--- config.mk ---
export PLATFORM = sky130hd
export DESIGN_NAME = uart_seg_console
export DESIGN_NICKNAME = d
export VERILOG_FILES = /design/src/rtl/uart_seg_console_pkg.sv /design/src/rtl/uart_seg_console_sync_fifo.sv /design/src/rtl/uart_seg_console.sv
export SDC_FILE = /design/constraint.sdc
export NUM_CORES = 1
export LEC_CHECK = 0
export ABC_CLOCK_PERIOD_IN_PS = 3700
export BUFFER_PORTS_ARGS = -buffer_cell sky130_fd_sc_hd__buf_2
export CORE_MARGIN = 4
export CORE_UTILIZATION = 34
export CTS_BUF_LIST = sky130_fd_sc_hd__clkbuf_2
export DETAILED_ROUTE_END_ITERATION = 8
export PLACE_DENSITY = 0.53
export SLEW_MARGIN = 20
export SYNTH_ARGS = -nofsm -noshare
export SYNTH_HDL_FRONTEND = slang
export SYNTH_HIERARCHICAL = 1
export SYNTH_SLANG_ARGS = --single-unit
--- constraint.sdc ---
create_clock -name sys_clk -period 3.7 [get_ports sys_clk]
set_clock_uncertainty 0.2 [all_clocks]
set_input_delay 0 -clock sys_clk [delete_from_list [all_inputs] [get_ports sys_clk]]
set_output_delay 0 -clock sys_clk [all_outputs]
set_load 0.01 [all_outputs]
--- src/rtl/uart_seg_console_pkg.sv ---
// Shared definitions for the UART seven-segment console: TX FSM states,
// byte width, default key counter value and a pointer-width helper.
package uart_seg_console_pkg;

    localparam int BYTE_W = 8;

    // Key counter starts at ASCII '0' so the first press sends '1'.
    localparam logic [BYTE_W-1:0] INIT_CHAR_DEFAULT = 8'h30;

    typedef enum logic [1:0] {
        TX_IDLE = 2'd0,
        TX_SEND = 2'd1,
        TX_HOLD = 2'd2,
        TX_WAIT = 2'd3
    } tx_state_t;

    // Number of bits needed to address 'value' entries (0 for value <= 1).
    function automatic int clog2(input int value);
        int result;
        int remaining;
        result    = 0;
        remaining = value - 1;
        while (remaining > 0) begin
            result    = result + 1;
            remaining = remaining >> 1;
        end
        return result;
    endfunction

endpackage

--- src/rtl/uart_seg_console_sync_fifo.sv ---
// Single-clock circular FIFO. Pointers carry one extra wrap bit so that
// full and empty are distinguished without a separate counter; the level
// is simply the pointer difference. Read data is registered and only
// changes on an accepted read.
module uart_seg_console_sync_fifo
    import uart_seg_console_pkg::*;
#(
    parameter int DEPTH = 16,
    parameter int WIDTH = 8
) (
    input  logic                  sys_clk,
    input  logic                  sys_rst_n,
    input  logic                  wr_en,
    input  logic [WIDTH-1:0]      wr_data,
    input  logic                  rd_en,
    output logic [WIDTH-1:0]      rd_data,
    output logic                  full,
    output logic                  empty,
    output logic [clog2(DEPTH):0] level
);

    localparam int AW = clog2(DEPTH);
    localparam int PW = AW + 1;

    logic [WIDTH-1:0] mem [DEPTH];
    logic [PW-1:0]    wr_ptr;
    logic [PW-1:0]    rd_ptr;
    logic             wr_ok;
    logic             rd_ok;

    // Writes into a full FIFO and reads from an empty one are ignored.
    assign wr_ok = wr_en && !full;
    assign rd_ok = rd_en && !empty;
    assign level = wr_ptr - rd_ptr;
    assign full  = (level == PW'(DEPTH));
    assign empty = (wr_ptr == rd_ptr);

    // Storage array; contents need no reset because the pointers gate access.
    always_ff @(posedge sys_clk) begin
        if (wr_ok) begin
            mem[wr_ptr[AW-1:0]] <= wr_data;
        end
    end

    // Pointer advance and registered read data.
    always_ff @(posedge sys_clk or negedge sys_rst_n) begin
        if (!sys_rst_n) begin
            wr_ptr  <= '0;
            rd_ptr  <= '0;
            rd_data <= '0;
        end else begin
            if (wr_ok) begin
                wr_ptr <= wr_ptr + PW'(1);
            end
            if (rd_ok) begin
                rd_ptr  <= rd_ptr + PW'(1);
                rd_data <= mem[rd_ptr[AW-1:0]];
            end
        end
    end

endmodule

--- src/rtl/uart_seg_console.sv ---
// Byte-level console between the UART core and the 595 display driver.
// Received bytes shift into a display history and toggle an activity LED.
// A debounced key increments an ASCII counter whose value is queued for
// transmission, optionally alongside an echo of every received byte.
//
// TX handshake: tx_send is a one-cycle start pulse with tx_data already
// valid; the transmitter raises tx_busy no later than the cycle after
// tx_send and drops it when done. tx_data stays stable until the next
// IDLE->SEND transition, so it is held for the whole busy period.
module uart_seg_console
    import uart_seg_console_pkg::*;
#(
    parameter int              NUM_DIGITS      = 4,
    parameter int              FIFO_DEPTH      = 16,
    parameter int              DEBOUNCE_CYCLES = 1000000,
    parameter logic [BYTE_W-1:0] INIT_CHAR     = INIT_CHAR_DEFAULT
) (
    input  logic                         sys_clk,
    input  logic                         sys_rst_n,
    input  logic                         key_in,
    input  logic                         echo_en,
    input  logic                         rx_valid,
    input  logic [BYTE_W-1:0]            rx_data,
    input  logic                         tx_busy,
    output logic                         tx_send,
    output logic [BYTE_W-1:0]            tx_data,
    output logic [BYTE_W*NUM_DIGITS-1:0] disp_data,
    output logic                         led,
    output logic [7:0]                   drop_count,
    output logic [clog2(FIFO_DEPTH):0]   fifo_level
);

    localparam int DISP_W = BYTE_W * NUM_DIGITS;
    localparam int DB_W   = (clog2(DEBOUNCE_CYCLES) < 1) ? 1 : clog2(DEBOUNCE_CYCLES);
    localparam logic [DB_W-1:0] DB_MAX = DB_W'(DEBOUNCE_CYCLES - 1);

    // Key path state
    logic              key_meta;
    logic              key_sync;
    logic              key_last;
    logic              key_db;
    logic [DB_W-1:0]   db_cnt;
    logic              key_press;
    logic [BYTE_W-1:0] key_count;
    logic              key_pending;

    // FIFO write arbitration
    logic              echo_wr;
    logic              key_wr;
    logic              fifo_wr;
    logic [BYTE_W-1:0] fifo_wr_data;
    logic              fifo_rd;
    logic [BYTE_W-1:0] fifo_rd_data;
    logic              fifo_full;
    logic              fifo_empty;

    // TX FSM
    tx_state_t         tx_state;
    tx_state_t         tx_state_d;

    // Display history shift and activity LED toggle on each received byte.
    always_ff @(posedge sys_clk or negedge sys_rst_n) begin
        if (!sys_rst_n) begin
            disp_data <= '0;
            led       <= 1'b0;
        end else if (rx_valid) begin
            disp_data <= (disp_data << BYTE_W) | DISP_W'(rx_data);
            led       <= ~led;
        end
    end

    // Two-flop synchroniser; resets to the released (high) level.
    always_ff @(posedge sys_clk or negedge sys_rst_n) begin
        if (!sys_rst_n) begin
            key_meta <= 1'b1;
            key_sync <= 1'b1;
        end else begin
            key_meta <= key_in;
            key_sync <= key_meta;
        end
    end

    // A press is the cycle the debounced level would fall from 1 to 0.
    assign key_press = (key_sync == key_last) && (db_cnt == DB_MAX) &&
                       key_db && !key_last;

    // Debounce: any change of the synchronised level restarts the count;
    // the debounced level follows only after the count has run out.
    always_ff @(posedge sys_clk or negedge sys_rst_n) begin
        if (!sys_rst_n) begin
            key_last <= 1'b1;
            key_db   <= 1'b1;
            db_cnt   <= '0;
        end else if (key_sync != key_last) begin
            key_last <= key_sync;
            db_cnt   <= '0;
        end else if (db_cnt != DB_MAX) begin
            db_cnt <= db_cnt + DB_W'(1);
        end else if (key_db != key_last) begin
            key_db <= key_last;
        end
    end

    // Echo writes win; a pending key event uses the first free, non-full cycle.
    assign echo_wr      = rx_valid && echo_en;
    assign key_wr       = key_pending && !echo_wr && !fifo_full;
    assign fifo_wr      = (echo_wr && !fifo_full) || key_wr;
    assign fifo_wr_data = echo_wr ? rx_data : key_count;

    // Key counter and single pending event; a new press re-arms the event
    // so the latest counter value is what eventually gets queued.
    always_ff @(posedge sys_clk or negedge sys_rst_n) begin
        if (!sys_rst_n) begin
            key_count   <= INIT_CHAR;
            key_pending <= 1'b0;
        end else if (key_press) begin
            key_count   <= key_count + 8'd1;
            key_pending <= 1'b1;
        end else if (key_wr) begin
            key_pending <= 1'b0;
        end
    end

    // Saturating count of echo bytes lost to a full FIFO.
    always_ff @(posedge sys_clk or negedge sys_rst_n) begin
        if (!sys_rst_n) begin
            drop_count <= '0;
        end else if (echo_wr && fifo_full && (drop_count != 8'hFF)) begin
            drop_count <= drop_count + 8'd1;
        end
    end

    uart_seg_console_sync_fifo #(
        .DEPTH (FIFO_DEPTH),
        .WIDTH (BYTE_W)
    ) u_tx_fifo (
        .sys_clk   (sys_clk),
        .sys_rst_n (sys_rst_n),
        .wr_en     (fifo_wr),
        .wr_data   (fifo_wr_data),
        .rd_en     (fifo_rd),
        .rd_data   (fifo_rd_data),
        .full      (fifo_full),
        .empty     (fifo_empty),
        .level     (fifo_level)
    );

    // The FIFO read register only loads on a pop, which happens solely on
    // IDLE->SEND, so it doubles as the held tx_data register.
    assign tx_data = fifo_rd_data;

    // TX FSM state register.
    always_ff @(posedge sys_clk or negedge sys_rst_n) begin
        if (!sys_rst_n) begin
            tx_state <= TX_IDLE;
        end else begin
            tx_state <= tx_state_d;
        end
    end

    // TX FSM next state, FIFO pop and start pulse.
    always_comb begin
        tx_state_d = tx_state;
        fifo_rd    = 1'b0;
        tx_send    = 1'b0;
        case (tx_state)
            TX_IDLE: begin
                if (!fifo_empty) begin
                    fifo_rd    = 1'b1;
                    tx_state_d = TX_SEND;
                end
            end
            TX_SEND: begin
                tx_send    = 1'b1;
                tx_state_d = TX_HOLD;
            end
            TX_HOLD: begin
                tx_state_d = TX_WAIT;
            end
            TX_WAIT: begin
                if (!tx_busy) begin
                    tx_state_d = TX_IDLE;
                end
            end
            default: begin
                tx_state_d = TX_IDLE;
            end
        endcase
    end

endmodule
==> Word-level counts from Yosys, hierarchy flattened <==
Memories as Yosys holds them, arrays and structs flattened. A register that Yosys moved wholly into a read port is not among the register bits.
Cells that the tools add are included.
{ "classes": {"n_addsub": 6, "multipliers": 0, "n_div": 0, "magnitude_cmp": 0, "n_eq_ne": 13, "shifts": 0, "muxes": 13, "bitwise": 4, "n_reduce_logical": 22} }
{ "ops": {"columns": ["cell", "count"], "rows": [
  ["20-bit two-way mux", 2],
  ["32-bit by 8-bit OR with 32-bit output", 1],
  ["20-bit by 1-bit adder with 20-bit output, second input constant", 1],
  ["20-bit equality test, second input constant", 1],
  ["20-bit != test, second input constant", 1],
  ["8-bit by 1-bit adder with 8-bit output, second input constant", 2],
  ["1-bit logical AND", 11],
  ["5-bit by 1-bit adder with 5-bit output, second input constant", 2],
  ["8-bit two-way mux", 1],
  ["8-bit != test, second input constant", 1],
  ["2-bit case mux with 4 select lines", 1],
  ["1-bit two-way mux", 7],
  ["5-bit equality test", 1],
  ["5-bit equality test, second input constant", 1],
  ["1-bit zero test", 5],
  ["5-bit subtractor", 1],
  ["2-bit equality test, second input constant", 2],
  ["2-bit two-way mux", 2],
  ["2-bit != test, second input constant", 2],
  ["2-bit nonzero test", 2],
  ["1-bit NOT", 3],
  ["3-bit AND reduction", 1],
  ["2-bit by 1-bit equality test with 1-bit output, second input constant", 1],
  ["2-bit zero test", 1],
  ["other kinds (4)", 5]
]} }
{ "word_totals": {"ff_bits": 86, "latch_bits": 0, "ramBits": 128, "mem_bits_ro": 0, "word_cells": 72, "memories": 1} }
{ "memory_table": {"columns": ["name", "depth", "word_bits", "rd", "rd_clocked_by_memory_dff", "wr", "line", "source"], "rows": [
  ["u_tx_fifo.mem", 16, 8, 1, 1, 1, "uart_seg_console_sync_fifo.sv:25", "logic [WIDTH-1:0] mem [DEPTH];"]
]} }

==> Longest topological paths before layout <==
Gate-level depths: netlist (run 1).
{ "logic_depth": {"word_depth": 8, "depth_mapped": 12, "depth_no_buf": 12} }

==> Hierarchy <==
The synthesis (run 1) kept the hierarchy.
{ "modules_own_cells": {"columns": ["mod", "n_inst", "cells_each", "area_each_um2", "seq_area_each_um2"], "rows": [
  ["uart_seg_console_sync_fifo", 1, 296, 5883.1, 4294.1],
  ["uart_seg_console", 1, 267, 3390.8, 1909.3]
]} }

==> Worst setup path before layout (run 1) <==
No wires, ideal clock.
{ "synth_timing": {"path_kind": "register -> register", "start": "register u_tx_fifo.rd_ptr[1]", "end": "register drop_count[7]", "setup_time_ps": 126, "t_arrival_ps": 3394, "t_required_ps": 3374, "path_slack_ps": -20, "path_stages_with_launch": 13, "synth_period_minus_slack_ps": 3720, "path_cell_list": "dfrtp_1 clkbuf_1 buf_1 inv_1 fa_1 xor2_1 or3_1 a2111oi_4 nand3_1 a31oi_2 and4_1 nand3_1 xnor2_1"} }
{ "synth_via": {"elab_chain_cells": 4} }
{ "synth_lines": {"columns": ["element", "line", "source"], "rows": [
  ["from (decl)", "uart_seg_console_sync_fifo.sv:27", "logic [PW-1:0] rd_ptr;"],
  ["from (signal assigned)", "uart_seg_console_sync_fifo.sv:56", "rd_ptr <= rd_ptr + PW'(1);"],
  ["5-bit subtractor", "uart_seg_console_sync_fifo.sv:34", "assign level = wr_ptr - rd_ptr;"],
  ["via fifo_level[2]", "uart_seg_console.sv:30", "output logic [clog2(FIFO_DEPTH):0] fifo_level"],
  ["5-bit equality test", "uart_seg_console_sync_fifo.sv:35", "assign full = (level == PW'(DEPTH));"],
  ["via fifo_full", "uart_seg_console.sv:54", "logic fifo_full;"],
  ["1-bit logical AND (2 in a row)", "uart_seg_console.sv:128", "end else if (echo_wr && fifo_full && (drop_count != 8'hFF)) begin"],
  ["to (signal assigned)", "uart_seg_console.sv:129", "drop_count <= drop_count + 8'd1;"],
  ["to (decl)", "uart_seg_console.sv:29", "output logic [7:0] drop_count,"]
]} }
The timed path passes the listed nets, and every way through them passes these cells.
A chain may end at the register's enable or synchronous reset.

==> Final worst setup path (run 1) <==
{ "layout_timing": {"start": "register u_tx_fifo.wr_ptr[0]", "end": "register drop_count[7]"} }
{ "layout_via": {"elab_chain_cells": 4} }
{ "layout_lines": {"columns": ["element", "line", "source"], "rows": [
  ["from (decl)", "uart_seg_console_sync_fifo.sv:26", "logic [PW-1:0] wr_ptr;"],
  ["from (signal assigned)", "uart_seg_console_sync_fifo.sv:53", "wr_ptr <= wr_ptr + PW'(1);"],
  ["5-bit subtractor", "uart_seg_console_sync_fifo.sv:34", null],
  ["5-bit equality test", "uart_seg_console_sync_fifo.sv:35", null],
  ["via fifo_full", "uart_seg_console.sv:54", null],
  ["1-bit logical AND (2 in a row)", "uart_seg_console.sv:128", null]
]} }
The timed path passes the listed nets, and every way through them passes these cells.

==> key figures, run 1 <==
GRT
  – Grt ovf: 0
  – First-pass GRT wire length: 33800 µm
  – Vias in the first global route: ~6000
  – GRT Max-Usage Layer: met2
  – Met1 Use GR: 19.7%
  – Met3 usage: 3.02%
  – Initial antenna violation count: 1
  – Largest net degree at the start of global routing: 65
  – Grt met2 use: between 20% and 30%
  – Total GRT Usage: 14.3%

Synth
  – Yosys reg bits: 222
  – Synthesized net count: 595
  – Yosys warnings: 6
  – Cell taking the most area after synthesis: edfxtp_1
  – Share of the synthesized area in the top cell type: 41.4%
  – Number of synthesized flops with an enable pin: 128
  – Synth Cell Area: 9270 µm²
  – Cell variety after synth: 54
  – Synth Flop Type: edfxtp_1
  – Post-Syn Instances: 563
  – Synth top area cells: edfxtp_1 41%, dfrtp_1 24%, mux4_2 7.8%, mux2_2 5.0%, ha_1 2.3%
  – Seq/Total Area, Yosys: 66.9%
  – Syn Area/Cell: 16.5 µm²
  – Fraction of synthesis flops using an asynchronous set or reset pin: 42.3%

Hold path
  – Min-Delay Path Class: in2async

Layout
  – Most common cell after layout, fill and taps aside: edfxtp_1
  – Layout cell share with drive strength beyond 1: 36.0%
  – Filler instances: 2489
  – Area Growth Syn to Fin: 18.1%
  – Nets@finish: 750
  – Commonest cells after routing, fill and taps aside: 128 x edfxtp_1, 87 x dfrtp_1, 86 x clkbuf_2, 67 x buf_2, 41 x mux2_2

Routing
  – DR vias/cell: 4.96
  – First-pass iteration count of the detailed router: 4
  – DRT iter0 DRCs: 265
  – Final ANT Viol Nets: 0
  – DRT Wirelength: 21300 µm
  – DR vias: 5476
  – DRC errors left: 0
  – Wirelength per Cell: 19.3 µm

Timing
  – Final hold vios: 0
  – Worst slew margin: 24.1%
  – Slew Limit Fails: 0
  – Period utilization: 94.0%
  – Post-layout min period: 3480 ps
  – Max Clock Freq: 288 MHz
  – Unrepaired setup endpoints after global routing: false
  – Worst slew pin tran: roughly 1100 ps
  – Final setup TNS: 0 ps
  – Final setup viols: 0

Critical path
  – Origin of the worst setup path: u_tx_fifo/wr_ptr[0]
  – Critical register-to-register path startpoint: u_tx_fifo/wr_ptr[0]
  – Critical path peak fanout: 4
  – Startpoint types: flip-flop
  – Critical Path RT: 4170 ps
  – CP Class: reg2reg
  – Nature of the critical path endpoint: flip-flop
  – Worst EP arrival: 3950 ps

Job
  – Max Cap Viol: 0

Floorplanning
  – Core Area: 26900 µm²
  – I/O pin cnt: 69
  – Placement Rows: 60
  – Die Span Y: 173 µm
  – Die area: 30000 µm²
  – Initial Util: 34.5%
  – DIE WIDTH: 173 µm

Clocking
  – CTS Buf Count: 57
  – Sinks on Clock Net: 222
  – TritonCTS clock tree: built
  – Max Root-Sink Buffers: 3
  – Clock-pin slew on the worst setup and hold paths: 110 ps
  – H-tree levels: 2
  – Clk root buf: clkbuf_2
  – Worst-Skew Late Latency: 790 ps

Power
  – P_leak: 4.45 nW
  – Peak VDD IR: 334 µV
  – Pwr Total: 7.02 mW
  – Power Dens Cells: about 640 nW/µm²

Placed design
  – Input/output buffers: 68
  – Routability congestion estimate: 0.760
  – HPWL after detailed placement: 13900 µm

Outcome
  – Status: finished clean
-- area by class of cell --
type,count,area [µm²],area share [%]
flip-flops and latches,222,6200,56.7
multi-input cells,312,2950,27.0
inverters,11,41.3,0.377
diodes,1,2.50,0.0229
clock buffers,86,430,3.93
clock inverters,17,103,0.937
well taps,341,427,3.90
repair buffers,114,788,7.20
-- path summary, 6_finish.rpt --
check,endpoint,slack [ps],depth (start not counted)
max,drop_count[7],220,13
min,key_count[4],140,3
max reg2reg,drop_count[7],220,13
min reg2reg,key_sync,160,0
max in group asynchronous,u_tx_fifo/rd_data[2],2770,4
min in group sys_clk,drop_count[2],150,7
-- power breakdown --
part           switching [mW]  leakage, nW  internal, mW
clock                   0.971        0.411         0.693
combinational            1.28         1.68         0.990
sequential              0.181         2.36          2.90
total                    2.43         4.45          4.58
-- state kept, by name, summed over array words and instances (netlist names) --
name and count:
db_cnt 20, disp_data 32, drop_count 8, key_count 8
key_db 1, key_last 1, key_meta 1, key_pending 1
key_sync 1, led 1, tx_state 2, u_tx_fifo/mem 128
u_tx_fifo/rd_data 8, u_tx_fifo/rd_ptr 5, u_tx_fifo/wr_ptr 5
-- routing by layer --
metal	vias to the layer above	routed length [µm]	share of wire, %
met5	-	0	0
met3	30	1000	4.7
met4	0	343	1.6
met2	151	10100	47
li1	2496	-	-
met1	2799	9910	46
-- cell usage after synthesis, drive strengths merged, types with 5 or more instances --
cell	n
edfxtp	128
clkbuf	7
xor2	18
dfstp	6
nand4	10
o21ai	11
nor2b	7
nor2	22
mux2	43
xnor2	22
o221ai	8
buf	11
mux2i	17
nand3	18
a21oi	6
dfrtp	88
or3	5
inv	11
nand2	28
and3	17
mux4	32
ha	17
-- cells by family (layout without fill, tap and decap cells) --
kind of cell,Yosys count,after routing,share of synthesized area (%)
AOI/OAI and AO/OA,34,34,2.67
xor gates and xnor gates,40,40,3.78
adders and majority gates,18,18,2.51
buffers and inverters,29,228,1.39
DFF,222,222,66.9
muxes,92,92,14.9
other,0,1,0
and+or+nand+nor,128,128,7.89
-- critical path, cell delays in order (launching register included) --
cell and delay, ps:
dfrtp_1 420, inv_1 150, ha_1 180, inv_1 50, fa_1 400, xor2_1 190, or3_1 350, a2111oi_4 410
buf_4 200, nand3_1 110, a31oi_2 190, and4_1 260, nand3_1 110, xnor2_1 140
-- through the flow --
| step | hold slack (ps) | cell area (µm²) | std cells | utilization, % | worst slack [ps] |
|---|---|---|---|---|---|
| 2_1_floorplan | -496 | 9280 | 563 | - | 37.6 |
| 3_3_place_gp | -92.4 | 10100 | 967 | 37.4 | 260 |
| 3_5_place_dp | -90.0 | 10100 | 967 | 37.4 | 161 |
| 4_1_cts | 24.8 | 10900 | 1103 | 40.7 | 68.3 |
| 5_1_grt | 80.1 | 10900 | 1104 | 40.7 | 29.7 |
| 6_report | 141 | 10900 | 1104 | 40.7 | 222 |
-- timing repair --
action | in CTS | in global routing
hold buffers | 33 | 0
endpoints found under the setup margin | 0 | 61
hold endpoints to repair | 267 | 0
gates resized for setup | 0 | 1
setup buffers | 0 | 0
(Power assumes the default switching activity.)
==> inputs of run 2 (changes only) <==
Settings changed: CTS_BUF_LIST sky130_fd_sc_hd__clkbuf_2 to unset.
==> run 2 against run 1 <==
  * The run now ends with negative hold slack left
  * Critical path depth did not move
  * First-iteration DRC count rose by 14%
  * Worst setup slack got worse by 20 ps
  * Core utilization rose by 0.86 points
  * Power rose by 14%
  * Design area rose by 2.1%
==> key figures, run 2 (same netlist as run 1, synthesis figures left out) <==
Critical path
  – Critical register-to-register path startpoint: u_tx_fifo/wr_ptr[0]
  – Worst EP arrival: 3700 ps (-250 ps)
  – Critical path peak fanout: 4 (unchanged)
  – Critical Path RT: 3900 ps (-270 ps)
  – Nature of the critical path endpoint: flip-flop
  – Startpoint types: flip-flop
  – CP Class: reg2reg
  – Worst R2R End: drop_count[7]
  – Origin of the worst setup path: u_tx_fifo/wr_ptr[0]
  – R2R cell count: 13 (unchanged)
  – Flop-to-flop setup slack: 200 ps (-20 ps)
  – Critical path endpoint: drop_count[7]

Timing
  – Worst slew pin tran: 1130 ps (+3.30 ps)
  – Worst slew margin: 23.9% (-0.22 points)
  – Max Clock Freq: 286 MHz (-0.58%)
  – Final hold vios: 17 (+17)
  – Final setup TNS: 0 ps (unchanged)
  – Min Hold Slack: -21.3 ps (-162 ps)
  – Slew Limit Fails: 0 (unchanged)
  – Period utilization: 94.6% (+0.55 points)
  – Unrepaired setup endpoints after global routing: false
  – Final setup viols: 0 (unchanged)
  – Post-layout min period: 3500 ps (+20.4 ps)

Clocking
  – CTS Buf Count: 26 (-54%)
  – Clock-pin slew on the worst setup and hold paths: 60 ps (-50 ps)
  – TritonCTS clock tree: built
  – Clk root buf: clkbuf_16
  – Max Root-Sink Buffers: 3 (unchanged)
  – Sinks on Clock Net: 222 (unchanged)
  – H-tree levels: 1 (-1)
  – Worst-Skew Late Latency: 520 ps (-270 ps)

Placed design
  – Placed cell areas: 10100 µm² (unchanged)
  – Routability congestion estimate: 0.760 (unchanged)
  – Input/output buffers: 68 (unchanged)
  – HPWL after detailed placement: 13900 µm (unchanged)

GRT
  – Initial antenna violation count: 0 (-1)
  – First-pass GRT wire length: 33200 µm (-1.7%)
  – Total GRT Usage: 14.0% (-0.29 points)
  – Grt ovf: 0 (unchanged)
  – Vias in the first global route: 5711 (-4.5%)
  – Largest net degree at the start of global routing: 71 (+9.2%)

Routing
  – DRC errors left: 0 (unchanged)
  – Wirelength per Cell: 20.2 µm (+4.6%)
  – DR vias: 5234 (-4.4%)
  – DR vias/cell: 5.05 (+1.8%)
  – DRT Wirelength: 21000 µm (-1.7%)
  – Final ANT Viol Nets: 0 (unchanged)
  – DRT iter0 DRCs: 301 (+14%)
  – First-pass iteration count of the detailed router: 4 (unchanged)

Floorplanning
  – DIE WIDTH: 173 µm (unchanged)
  – Placement Rows: 60 (unchanged)
  – Initial Util: 34.5% (unchanged)
  – Die area: 30000 µm² (unchanged)
  – Die Span Y: 173 µm (unchanged)
  – I/O pin cnt: 69 (unchanged)
  – Core Area: 26900 µm² (unchanged)

Layout
  – Multi-input gate area: 2950 µm² (unchanged)
  – Filler instances: 2420 (-2.8%)
  – Layout cell share with drive strength beyond 1: 31.5% (-4.5 points)
  – Max FFs per register: 128 (unchanged)
  – Final Util: 41.6% (+0.86 points)
  – Commonest cells after routing, fill and taps aside: 128 x edfxtp_1, 87 x dfrtp_1, 67 x buf_2, 41 x mux2_2, 32 x mux4_2
  – Most common cell after layout, fill and taps aside: edfxtp_1
  – Antenna Cells: 0 (-1)
  – Register area: 6200 µm² (unchanged)
  – Nets@finish: 708 (-5.6%)
  – Cell area after layout: 11200 µm² (+2.1%)
  – Area Growth Syn to Fin: 20.5%

Hold path
  – Min-Delay Path Class: in2async

Job
  – Max Cap Viol: 0 (unchanged)

Outcome
  – Status: finished with violations
  – Violated checks: negative hold slack

Power
  – Pwr Total: 7.97 mW (+14%)
  – Peak VDD IR: 344 µV (+2.9%)
  – Power Dens Cells: 713 nW/µm² (+11%)
  – P_leak: 4.42 nW (-0.71%)
run 2: worst min-delay path by stage:
stage | slack, ps | endpoint | depth (start not counted)
floorplan | -500 | db_cnt[0] | 0
global placement | -90 | key_meta | 1
detailed placement | -90 | key_meta | 1
CTS | 5 | disp_data[21] | 2
global route | 70 | disp_data[21] | 2
finish | -20 | disp_data[21] | 2
run 2: report_power, final:
group          internal (mW)  leakage [nW]  switching (mW)
Sequential              2.91          2.36           0.179
Clock                   1.63         0.434           0.988
Combinational          0.980          1.63            1.28
Total                   5.52          4.42            2.45
run 2: what timing repair did:
item | 4_1_cts | 5_1_grt
hold endpoints to repair | 178 | 0
setup endpoints to repair | 0 | 64
hold buffers | 22 | 0
buffers inserted | 0 | 0
gates resized for setup | 0 | 1
run 2: area by class of cell:
type                       count  share of cell area (%)
tap                          341                    3.82
multi-input combinational    312                    26.4
clock buffer                  32                    6.30
timing repair buffer         103                    5.91
clock inverter                16                    1.69
inverter                      11                   0.369
sequential                   222                    55.5
run 2: layer usage:
metal	track usage (%)	up-vias	part of all wire [%]	wire length (µm)
met5	0	-	0	0
met4	3.36	0	1.8	371
met3	2.40	28	5.1	1070
met2	22.7	147	47	9920
met1	19.7	2678	46	9620
li1	-	2381	-	-
run 2: per-stage QoR:
step	cells	setup slack, ps
after global placement	967	260
after detailed placement	967	161
after CTS	1037	143
final	1037	201
after global routing	1037	16.6
after floorplan	563	37.6
run 2: critical path: stages, from the launching register on:
cell	delay (ps)
dfrtp_1	410
inv_1	150
ha_1	180
inv_1	50
fa_1	410
xor2_1	190
or3_1	350
a2111oi_4	410
buf_4	200
nand3_1	110
a31oi_2	200
and4_1	270
nand3_1	110
xnor2_1	140
